[config.mk]
export PLATFORM = sky130hd
export DESIGN_NAME = cpu_seq_ctrl
export DESIGN_NICKNAME = d
export VERILOG_FILES = /design/src/rtl/cpu_pkg.sv /design/src/rtl/branch_cmp.sv /design/src/rtl/cpu_seq_ctrl.sv
export SDC_FILE = /design/constraint.sdc
export NUM_CORES = 1
export LEC_CHECK = 0
export ABC_AREA = 1
export CAP_MARGIN = 5
export CELL_PAD_IN_SITES_DETAIL_PLACEMENT = 1
export CELL_PAD_IN_SITES_GLOBAL_PLACEMENT = 2
export CORE_MARGIN = 3
export CORE_UTILIZATION = 21
export CTS_CLUSTER_SIZE = 14
export DETAILED_ROUTE_END_ITERATION = 7
export MAX_ROUTING_LAYER = met4
export PLACE_DENSITY_LB_ADDON = 0.08
export SETUP_SLACK_MARGIN = 0.2
export SYNTH_ARGS = -nofsm -noshare
export SYNTH_HDL_FRONTEND = slang
export SYNTH_SLANG_ARGS = --single-unit
[constraint.sdc]
create_clock -name clk -period 2.1 [get_ports clk]
set_clock_uncertainty 0.1 [all_clocks]
set_input_delay 0.315 -clock clk [delete_from_list [all_inputs] [get_ports clk]]
set_output_delay 0.315 -clock clk [all_outputs]
set_load 0.02 [all_outputs]
[src/rtl/cpu_pkg.sv]
// Shared RV32I sequencer definitions: state encoding, branch funct3 codes and trap vector.
// TRAP_VEC is only consumed when CPU_SEQ_MISALIGN_TRAP_EN is defined.
package cpu_pkg;

   typedef enum logic [2:0] {
      S_FETCH      = 3'd0,
      S_FETCH_WAIT = 3'd1,
      S_DECODE     = 3'd2,
      S_REG_READ   = 3'd3,
      S_OPERAND    = 3'd4,
      S_EXECUTE    = 3'd5,
      S_MEM        = 3'd6,
      S_WRITEBACK  = 3'd7
   } state_t;

   localparam logic [2:0] F3_BEQ  = 3'b000;
   localparam logic [2:0] F3_BNE  = 3'b001;
   localparam logic [2:0] F3_BLT  = 3'b100;
   localparam logic [2:0] F3_BGE  = 3'b101;
   localparam logic [2:0] F3_BLTU = 3'b110;
   localparam logic [2:0] F3_BGEU = 3'b111;

   localparam logic [31:0] TRAP_VEC = 32'h0000_0100;

endpackage

[src/rtl/branch_cmp.sv]
// Combinational branch comparator: rs1 vs rs2 selected by funct3.
// Reserved codes 010/011 never report taken.
module branch_cmp
   import cpu_pkg::*;
(
   input  logic [2:0]  funct3,
   input  logic [31:0] rs1_val,
   input  logic [31:0] rs2_val,
   output logic        taken
);

   always_comb begin
      taken = 1'b0;
      case (funct3)
         F3_BEQ:  taken = (rs1_val == rs2_val);
         F3_BNE:  taken = (rs1_val != rs2_val);
         F3_BLT:  taken = ($signed(rs1_val) <  $signed(rs2_val));
         F3_BGE:  taken = ($signed(rs1_val) >= $signed(rs2_val));
         F3_BLTU: taken = (rs1_val <  rs2_val);
         F3_BGEU: taken = (rs1_val >= rs2_val);
         default: taken = 1'b0;
      endcase
   end

endmodule

[src/rtl/cpu_seq_ctrl.sv]
// Multi-cycle RV32I sequencer: owns the PC, steps fetch..writeback, drives memory handshakes.
// Optional misaligned-access trap (with extra `trap` output) enabled by CPU_SEQ_MISALIGN_TRAP_EN.
module cpu_seq_ctrl
   import cpu_pkg::*;
#(
   parameter logic [31:0] RESET_PC     = 32'h0000_0000,
   parameter int unsigned IMEM_TIMEOUT = 0
)
(
   input  logic        clk,
   input  logic        rst,
   input  logic        imem_ready,
   input  logic        is_load,
   input  logic        is_store,
   input  logic        is_branch,
   input  logic        is_jal,
   input  logic        is_jalr,
   input  logic        is_lui,
   input  logic        is_auipc,
   input  logic        rd_nonzero,
   input  logic [2:0]  funct3,
   input  logic [31:0] rs1_val,
   input  logic [31:0] rs2_val,
   input  logic [31:0] alu_result,
   input  logic [31:0] alu_address,
   input  logic        dmem_ready,
   output logic [2:0]  state,
   output logic [31:0] pc,
   output logic        imem_req,
   output logic        ir_we,
   output logic        dmem_req,
   output logic        dmem_we,
   output logic [31:0] dmem_addr,
   output logic        rf_we,
   output logic        retire
`ifdef CPU_SEQ_MISALIGN_TRAP_EN
  ,output logic        trap
`endif
);

   state_t      state_reg;
   logic [31:0] pc_reg;
   logic [31:0] dmem_addr_reg;
   logic [31:0] wait_cnt_reg;
   logic [31:0] wait_next;
   logic [31:0] pc_next;
   logic        taken_reg;
   logic        jump_reg;
   logic        trap_pend_reg;
   logic        cmp_taken;
   logic        branch_taken;
   logic        misalign;
   logic        writes_rd;

   // lui/auipc sequence exactly like ALU ops and the ALU result goes straight to the register file.
   logic unused_inputs;
   assign unused_inputs = ^{is_lui, is_auipc, alu_result};

   branch_cmp u_branch_cmp (
      .funct3  (funct3),
      .rs1_val (rs1_val),
      .rs2_val (rs2_val),
      .taken   (cmp_taken)
   );

   assign branch_taken = is_branch & cmp_taken;
   assign writes_rd    = rd_nonzero & ~(is_store | is_branch);
   assign wait_next    = wait_cnt_reg + 32'd1;

`ifdef CPU_SEQ_MISALIGN_TRAP_EN
   assign misalign = ((is_load | is_store) &
                      (((funct3[1:0] == 2'b10) & (alu_address[1:0] != 2'b00)) |
                       ((funct3[1:0] == 2'b01) & alu_address[0]))) |
                     ((is_jal | is_jalr | branch_taken) & alu_address[1]);
`else
   assign misalign = 1'b0;
`endif

   always_comb begin
      pc_next = pc_reg + 32'd4;
      if (trap_pend_reg)
         pc_next = TRAP_VEC;
      else if (jump_reg)
         pc_next = {dmem_addr_reg[31:1], 1'b0};
      else if (taken_reg)
         pc_next = dmem_addr_reg;
   end

   always_ff @(posedge clk) begin
      if (rst) begin
         state_reg     <= S_FETCH;
         pc_reg        <= RESET_PC;
         dmem_addr_reg <= 32'd0;
         wait_cnt_reg  <= 32'd0;
         taken_reg     <= 1'b0;
         jump_reg      <= 1'b0;
         trap_pend_reg <= 1'b0;
         imem_req      <= 1'b0;
         ir_we         <= 1'b0;
         dmem_req      <= 1'b0;
         dmem_we       <= 1'b0;
         rf_we         <= 1'b0;
         retire        <= 1'b0;
`ifdef CPU_SEQ_MISALIGN_TRAP_EN
         trap          <= 1'b0;
`endif
      end else begin
         ir_we  <= 1'b0;
         rf_we  <= 1'b0;
         retire <= 1'b0;
`ifdef CPU_SEQ_MISALIGN_TRAP_EN
         trap   <= 1'b0;
`endif
         case (state_reg)
            S_FETCH: begin
               state_reg    <= S_FETCH_WAIT;
               imem_req     <= 1'b1;
               wait_cnt_reg <= 32'd0;
            end
            S_FETCH_WAIT: begin
               if (imem_ready) begin
                  state_reg <= S_DECODE;
                  imem_req  <= 1'b0;
                  ir_we     <= 1'b1;
               end else if ((IMEM_TIMEOUT != 0) && (wait_next == IMEM_TIMEOUT)) begin
                  state_reg <= S_FETCH;
                  imem_req  <= 1'b0;
               end else begin
                  wait_cnt_reg <= wait_next;
               end
            end
            S_DECODE:   state_reg <= S_REG_READ;
            S_REG_READ: state_reg <= S_OPERAND;
            S_OPERAND:  state_reg <= S_EXECUTE;
            S_EXECUTE: begin
               dmem_addr_reg <= alu_address;
               taken_reg     <= branch_taken;
               jump_reg      <= is_jal | is_jalr;
               trap_pend_reg <= misalign;
               // A trapped access never reaches the bus and never writes rd.
               if ((is_load | is_store) & ~misalign) begin
                  state_reg <= S_MEM;
                  dmem_req  <= 1'b1;
                  dmem_we   <= is_store;
               end else begin
                  state_reg <= S_WRITEBACK;
                  rf_we     <= writes_rd & ~misalign;
               end
            end
            S_MEM: begin
               if (dmem_ready) begin
                  state_reg <= S_WRITEBACK;
                  dmem_req  <= 1'b0;
                  dmem_we   <= 1'b0;
                  rf_we     <= writes_rd;
               end
            end
            S_WRITEBACK: begin
               state_reg <= S_FETCH;
               retire    <= 1'b1;
               pc_reg    <= pc_next;
`ifdef CPU_SEQ_MISALIGN_TRAP_EN
               trap      <= trap_pend_reg;
`endif
            end
            default: state_reg <= S_FETCH;
         endcase
      end
   end

   assign state     = state_reg;
   assign pc        = pc_reg;
   assign dmem_addr = dmem_addr_reg;

endmodule

== Yosys cells after proc, flatten, opt, wreduce, memory -nomap -nowiden ==
Index checks and enable logic that the tools add are counted.
Widths: inputs -> output; s select.
Cells by class
  magnitude comparators: 4
  multiplexer cells: 19
  equal/unequal tests: 17
  reductions and logical operators: 8
  $add $sub $neg: 1
  bitwise gates (word level): 7
Operator list (number)
  $ge 32x32->1: 2
  $lt 32x32->1: 2
  $mux 32: 2
  $add 32x3->32 const B: 1
  $eq 32x32->1: 1
  $ne 32x32->1: 1
  $eq 3x3->1 const B: 8
  $pmux 3 s8: 1
  $mux 1: 9
  $pmux 1 s2: 4
  $eq 3x1->1 const B: 2
  $eq 3x2->1 const B: 2
  $logic_not 3->1: 2
  $mux 3: 2
  $ne 2x2->1 const B: 3
  $pmux 1 s6: 1
  $reduce_and 2->1: 2
  $reduce_bool 2->1: 2
  $or 1x1->1: 3
  $reduce_and 3->1: 1
  $and 1x1->1: 2
  $not 1->1: 2
  $reduce_or 2->1: 1
Storage, ports and cells
  register bits: 75
  logic and storage cells: 67
  input port bits: 143
  output and inout bits: 73

== Logic depth before layout (Yosys ltp) ==
  depth in word-level cells: 5
  gate-level depth with buffers: 17
  mapped depth without buffers: 17

== Modules after synthesis ==
A second synthesis with hierarchy kept.
Unflattened totals
  cell total of the unflattened synthesis: 735
  area total of the unflattened synthesis: 4778.3 um^2
Modules (own cells, without submodules)
  cpu_seq_ctrl: seq. area each 1501.4 um^2, cells an instance 569, area each 3803.6 um^2, instances 1
  branch_cmp: seq. area each 0.0 um^2, cells an instance 166, area each 974.7 um^2, instances 1

== Worst setup path before layout ==
Ideal clock, no wire load.
  path type: register to register
  start point: register pc_reg[5] (netlist: pc[5])
  end point: register pc_reg[27] (netlist: pc[27])
  setup slack: 0.153 ns
  library setup time: 0.124 ns
  required time: 1.876 ns
  clock period less this slack: 1.947 ns
  data arrival time: 1.723 ns
  cell stages (with the launch flop): 11
  buffers on the path: 0
  cell sequence: dfxtp_1 inv_1 nor3_4 nand3_4 nor2_4 nand4_4 nor2_4 nand2_2 xor2_1 o21ai_1 o21ai_1
On the way
  word-level cells in the longest chain between the ends: 3
Ends and longest elaborated chain
  from (decl): RTL line cpu_seq_ctrl.sv:42  | logic [31:0] pc_reg;
  from (signal assigned): RTL line cpu_seq_ctrl.sv:161  | pc_reg <= pc_next;
  $add 32x3->32: RTL line cpu_seq_ctrl.sv:80  | pc_next = pc_reg + 32'd4;
  $mux 32: RTL line cpu_seq_ctrl.sv:85  | else if (taken_reg)
  $mux 32: RTL line cpu_seq_ctrl.sv:83  | else if (jump_reg)
No other way between the ends.
A chain may end at the register's enable or synchronous reset.

== Final worst setup path ==
  start point: register pc_reg[11] (netlist: pc[11])
  end point: register pc_reg[25] (netlist: pc[25])
Same word-level chain as after synthesis.

==> impl_metrics.py <==
metrics = {
    "timing": {
        "worst_pin_slew_ns": 0.371,
        "finalCriticalPeriod_ns": 1.87,
        "fmax_ghz": 0.536,
        "slew_headroom_pct": 75.1,
        "worst_slack_ns": 0.233,
        "hold_violations": 0,
        "setup_viol": 0,
        "drv_slew": 0,
        "fin_crit_sh_pct": 88.9,
        "rsz0062_at_grt": "yes",
        "setup_tns_ns": 0,
    },
    "critical_path": {
        "worstPathArrival_ns": 2.00,
        "end_kind": "flop",
        "rrSetupSlack_ns": 0.23,
        "endpoint": "pc[25]",
        "crit_type": "flop to flop",
        "ff2ff_path_depth": 10,
        "startpoint_type": "flop",
        "r2r_end": "pc[25]",
        "critPathLaunch": "pc[11]",
        "required_ns": 2.24,
        "cp_max_fo": 5,
        "r2r-start": "pc[11]",
    },
    "flow_run": {
        "drv_cap": 0,
    },
    "global_route": {
        "gr-total-overflow": 0,
        "grt_pass1_vias": 5631,
        "antenna_found_initial": 0,
        "grt_max_degree": 38,
        "track_usage_pct": 16.5,
        "grt_pass1_wl_mm": 29.8,
    },
    "floorplanning": {
        "rows": 53,
        "core_um2": 21200,
        "die_area_um2": 23500,
        "io_pins": 216,
        "die_y_um": 153,
        "fp.dieW_um": 153,
        "initial_core_util_pct": 21.5,
    },
    "pwr": {
        "p_sw_share_pct": 26.0,
        "switching_power_mw": 0.985,
        "combPwrFrac_pct": 18.8,
        "power_frac_seq_pct": 38.7,
        "p_leak_nw": 4.00,
        "pwr_density_cell_nw_per_um2": 456,
        "p_int_mw": 2.80,
        "ir_drop_mv": 0.316,
        "p_clk_share_pct": 42.5,
    },
    "route": {
        "drc": 0,
        "vias_per_cell": 4.50,
        "ant_nets": 0,
        "dr.pass1.iters": 4,
        "wire_per_inst_um": 16.5,
        "wirelength_mm": 19.6,
        "drt_iter0_drc": 160,
        "via_count": 5336,
    },
    "final_layout": {
        "area.growth.synth_to_final_pct": 82.4,
        "layout-drive-gt1-share_pct": 28.8,
        "final_util_pct": 39.3,
        "fillCellCount": 2514,
        "layout.nets": 1083,
        "seq_area_um2": 1530,
        "multi_input_area_um2": 3280,
        "insertedDiodeCount": 0,
    },
    "cts": {
        "cts_sinks": 75,
        "htreeDepth": 3,
        "clkLatencyLatePin_ns": 0.35,
        "clk_pin_slew_ns": 0.06,
        "numCtsBuffers": 9,
        "cts.root.buffer_cell": "clkbuf_16",
        "cts_tree": "built",
        "clk_path_buf_depth": 2,
    },
    "yosys": {
        "synth-async-reset-ratio_pct": 0,
        "synth_seq_cells": 75,
        "syn-num-nets": 840,
        "synth_edf_count": 0,
        "ys.flop_type": "dfxtp_1",
        "yosys.cell_types.count": 42,
        "synth_cells": 664,
        "syn_area_um2": 4550,
        "synth_top_area_cell": "dfxtp_1",
        "syn_area_per_cell_um2": 6.86,
        "yosys_warnings": 0,
        "ys_seq_area_share_pct": 33.0,
        "synth_top_area_share_pct": 33.0,
        "synth_area_leaders": "dfxtp_1 33%, nand2_1 9.6%, ha_1 9.1%",
    },
    "place": {
        "io_buffers": 181,
        "gp_congestion": 0.806,
        "hpwl_mm": 15.3,
        "post-place-ws_ns": -0.505,
    },
    "status": {
        "outcome": "complete, no violations",
    },
    "min_path": {
        "hold_path_class": "flop to flop",
        "whs_path_depth": 2,
        "worstHoldStart": "dmem_addr[9]",
    },
}
-- worst max-delay path, stage by stage, from the launching register on --
cell and delay, ns:
dfxtp_1 0.37, inv_1 0.12, nor2_2 0.20, nand3_4 0.15, nor2_4 0.15, nand4_4 0.12, buf_6 0.15, nor3_4 0.11
xor2_1 0.09, o21ai_1 0.13, o21ai_1 0.07
-- cell families after synthesis --
| kind of cell | synth area share (%) |
|---|---|
| AND/OR/NAND/NOR | 27.4 |
| AO/OA/AOI/OAI | 17.6 |
| buffers and inverters | 11.0 |
| flip-flops | 33.0 |
| adder cells (fa/ha/maj) | 9.07 |
| XOR/XNOR | 1.92 |
-- final cells by class --
| class | instances | share of cell area (%) |
|---|---|---|
| clock buffer | 12 | 3.09 |
| clock inverter | 4 | 0.587 |
| inverter | 113 | 5.13 |
| multi-input combinational | 458 | 39.5 |
| sequential | 75 | 18.4 |
| tap | 275 | 4.14 |
| timing repair buffer | 250 | 29.2 |
-- synthesized netlist by cell type (2+ instances only) --
| cell type | n |
|---|---|
| clkinv_1 | 3 |
| nand2_1 | 116 |
| xor2_1 | 9 |
| o21ai_0 | 61 |
| o22ai_1 | 7 |
| nor2_2 | 4 |
| or2_2 | 5 |
| nand3_1 | 30 |
| nor2_4 | 2 |
| o21a_1 | 2 |
| a31oi_1 | 6 |
| a211oi_1 | 2 |
| dfxtp_1 | 75 |
| o21ai_1 | 8 |
| nand4_1 | 9 |
| ha_1 | 33 |
| nor3_1 | 13 |
| clkbuf_1 | 14 |
| nor2_1 | 67 |
| nor3_4 | 2 |
| buf_2 | 2 |
| a21oi_1 | 50 |
| inv_2 | 6 |
| nor4_1 | 6 |
| nor3_2 | 4 |
| inv_1 | 104 |
| o211ai_1 | 8 |
| nand2_2 | 2 |
-- what timing repair did --
| action | in CTS | in global routing |
|---|---|---|
| buffers inserted | 12 | 18 |
| setup endpoints to repair | 18 | 29 |
| pin swaps | 49 | 76 |
| hold buffers | 0 | 0 |
| gates resized for setup | 94 | 187 |
-- how the worst min path moves through the flow --
| stage | endpoint | slack [ns] |
|---|---|---|
| floorplan | rf_we | 0.29 |
| global placement | dmem_req | 0.35 |
| detailed placement | imem_req | 0.37 |
| CTS | imem_req | 0.38 |
| global route | imem_req | 0.40 |
| finish | dmem_addr[9] | 0.38 |
-- routing by layer --
metal | wire length [um] | up-vias | global-route usage (%)
met3 | 864 | 9 | 3.94
met4 | 157 | 0 | 3.31
met2 | 10000 | 97 | 28.5
met5 | 0 | - | -
li1 | - | 2673 | -
met1 | 8580 | 2557 | 19.6
-- cells in the final DEF, fill, tap and decap left out, drive strengths merged --
cell and n:
o41ai 1, nor2 73, ha 33, xor2 9, clkinv 6, dlymetal6s2s 53, o21ai 69, a211oi 2
clkdlybuf4s50 106, a31oi 6, clkdlybuf4s15 6, nand3b 1, dfxtp 75, xnor2 1, a221oi 1, o211ai 8
inv 110, o21bai 1, nand2 118, o22ai 7, bufinv 1, buf 69, nand3 32, nor4 7
a32o 1, nand4 11, or2 5, nor3b 1, dlygate4sd2 8, nor3 19, clkbuf 20, o21a 2
a21oi 50
-- stage by stage --
| stage | power, mW | std cells | cell area, um2 | hold slack, ns |
|---|---|---|---|---|
| floorplan | 1.74 | 664 | 4560 | 0.293 |
| global placement | 2.08 | 1141 | 6930 | 0.353 |
| detailed placement | 2.09 | 1141 | 6930 | 0.365 |
| CTS | 3.77 | 1169 | 7640 | 0.378 |
| global route | 3.97 | 1187 | 8310 | 0.396 |
| finish | 3.79 | 1187 | 8310 | 0.375 |
-- power by group through the flow --
stage               clock network (mW)  registers, mW  logic, mW
floorplan                            0           1.53      0.211
global placement                     0           1.50      0.575
global route                      1.72           1.47      0.790
detailed placement                   0           1.50      0.592
finish                            1.61           1.47      0.714
CTS                               1.66           1.47      0.641
(Power assumes the default switching activity.)
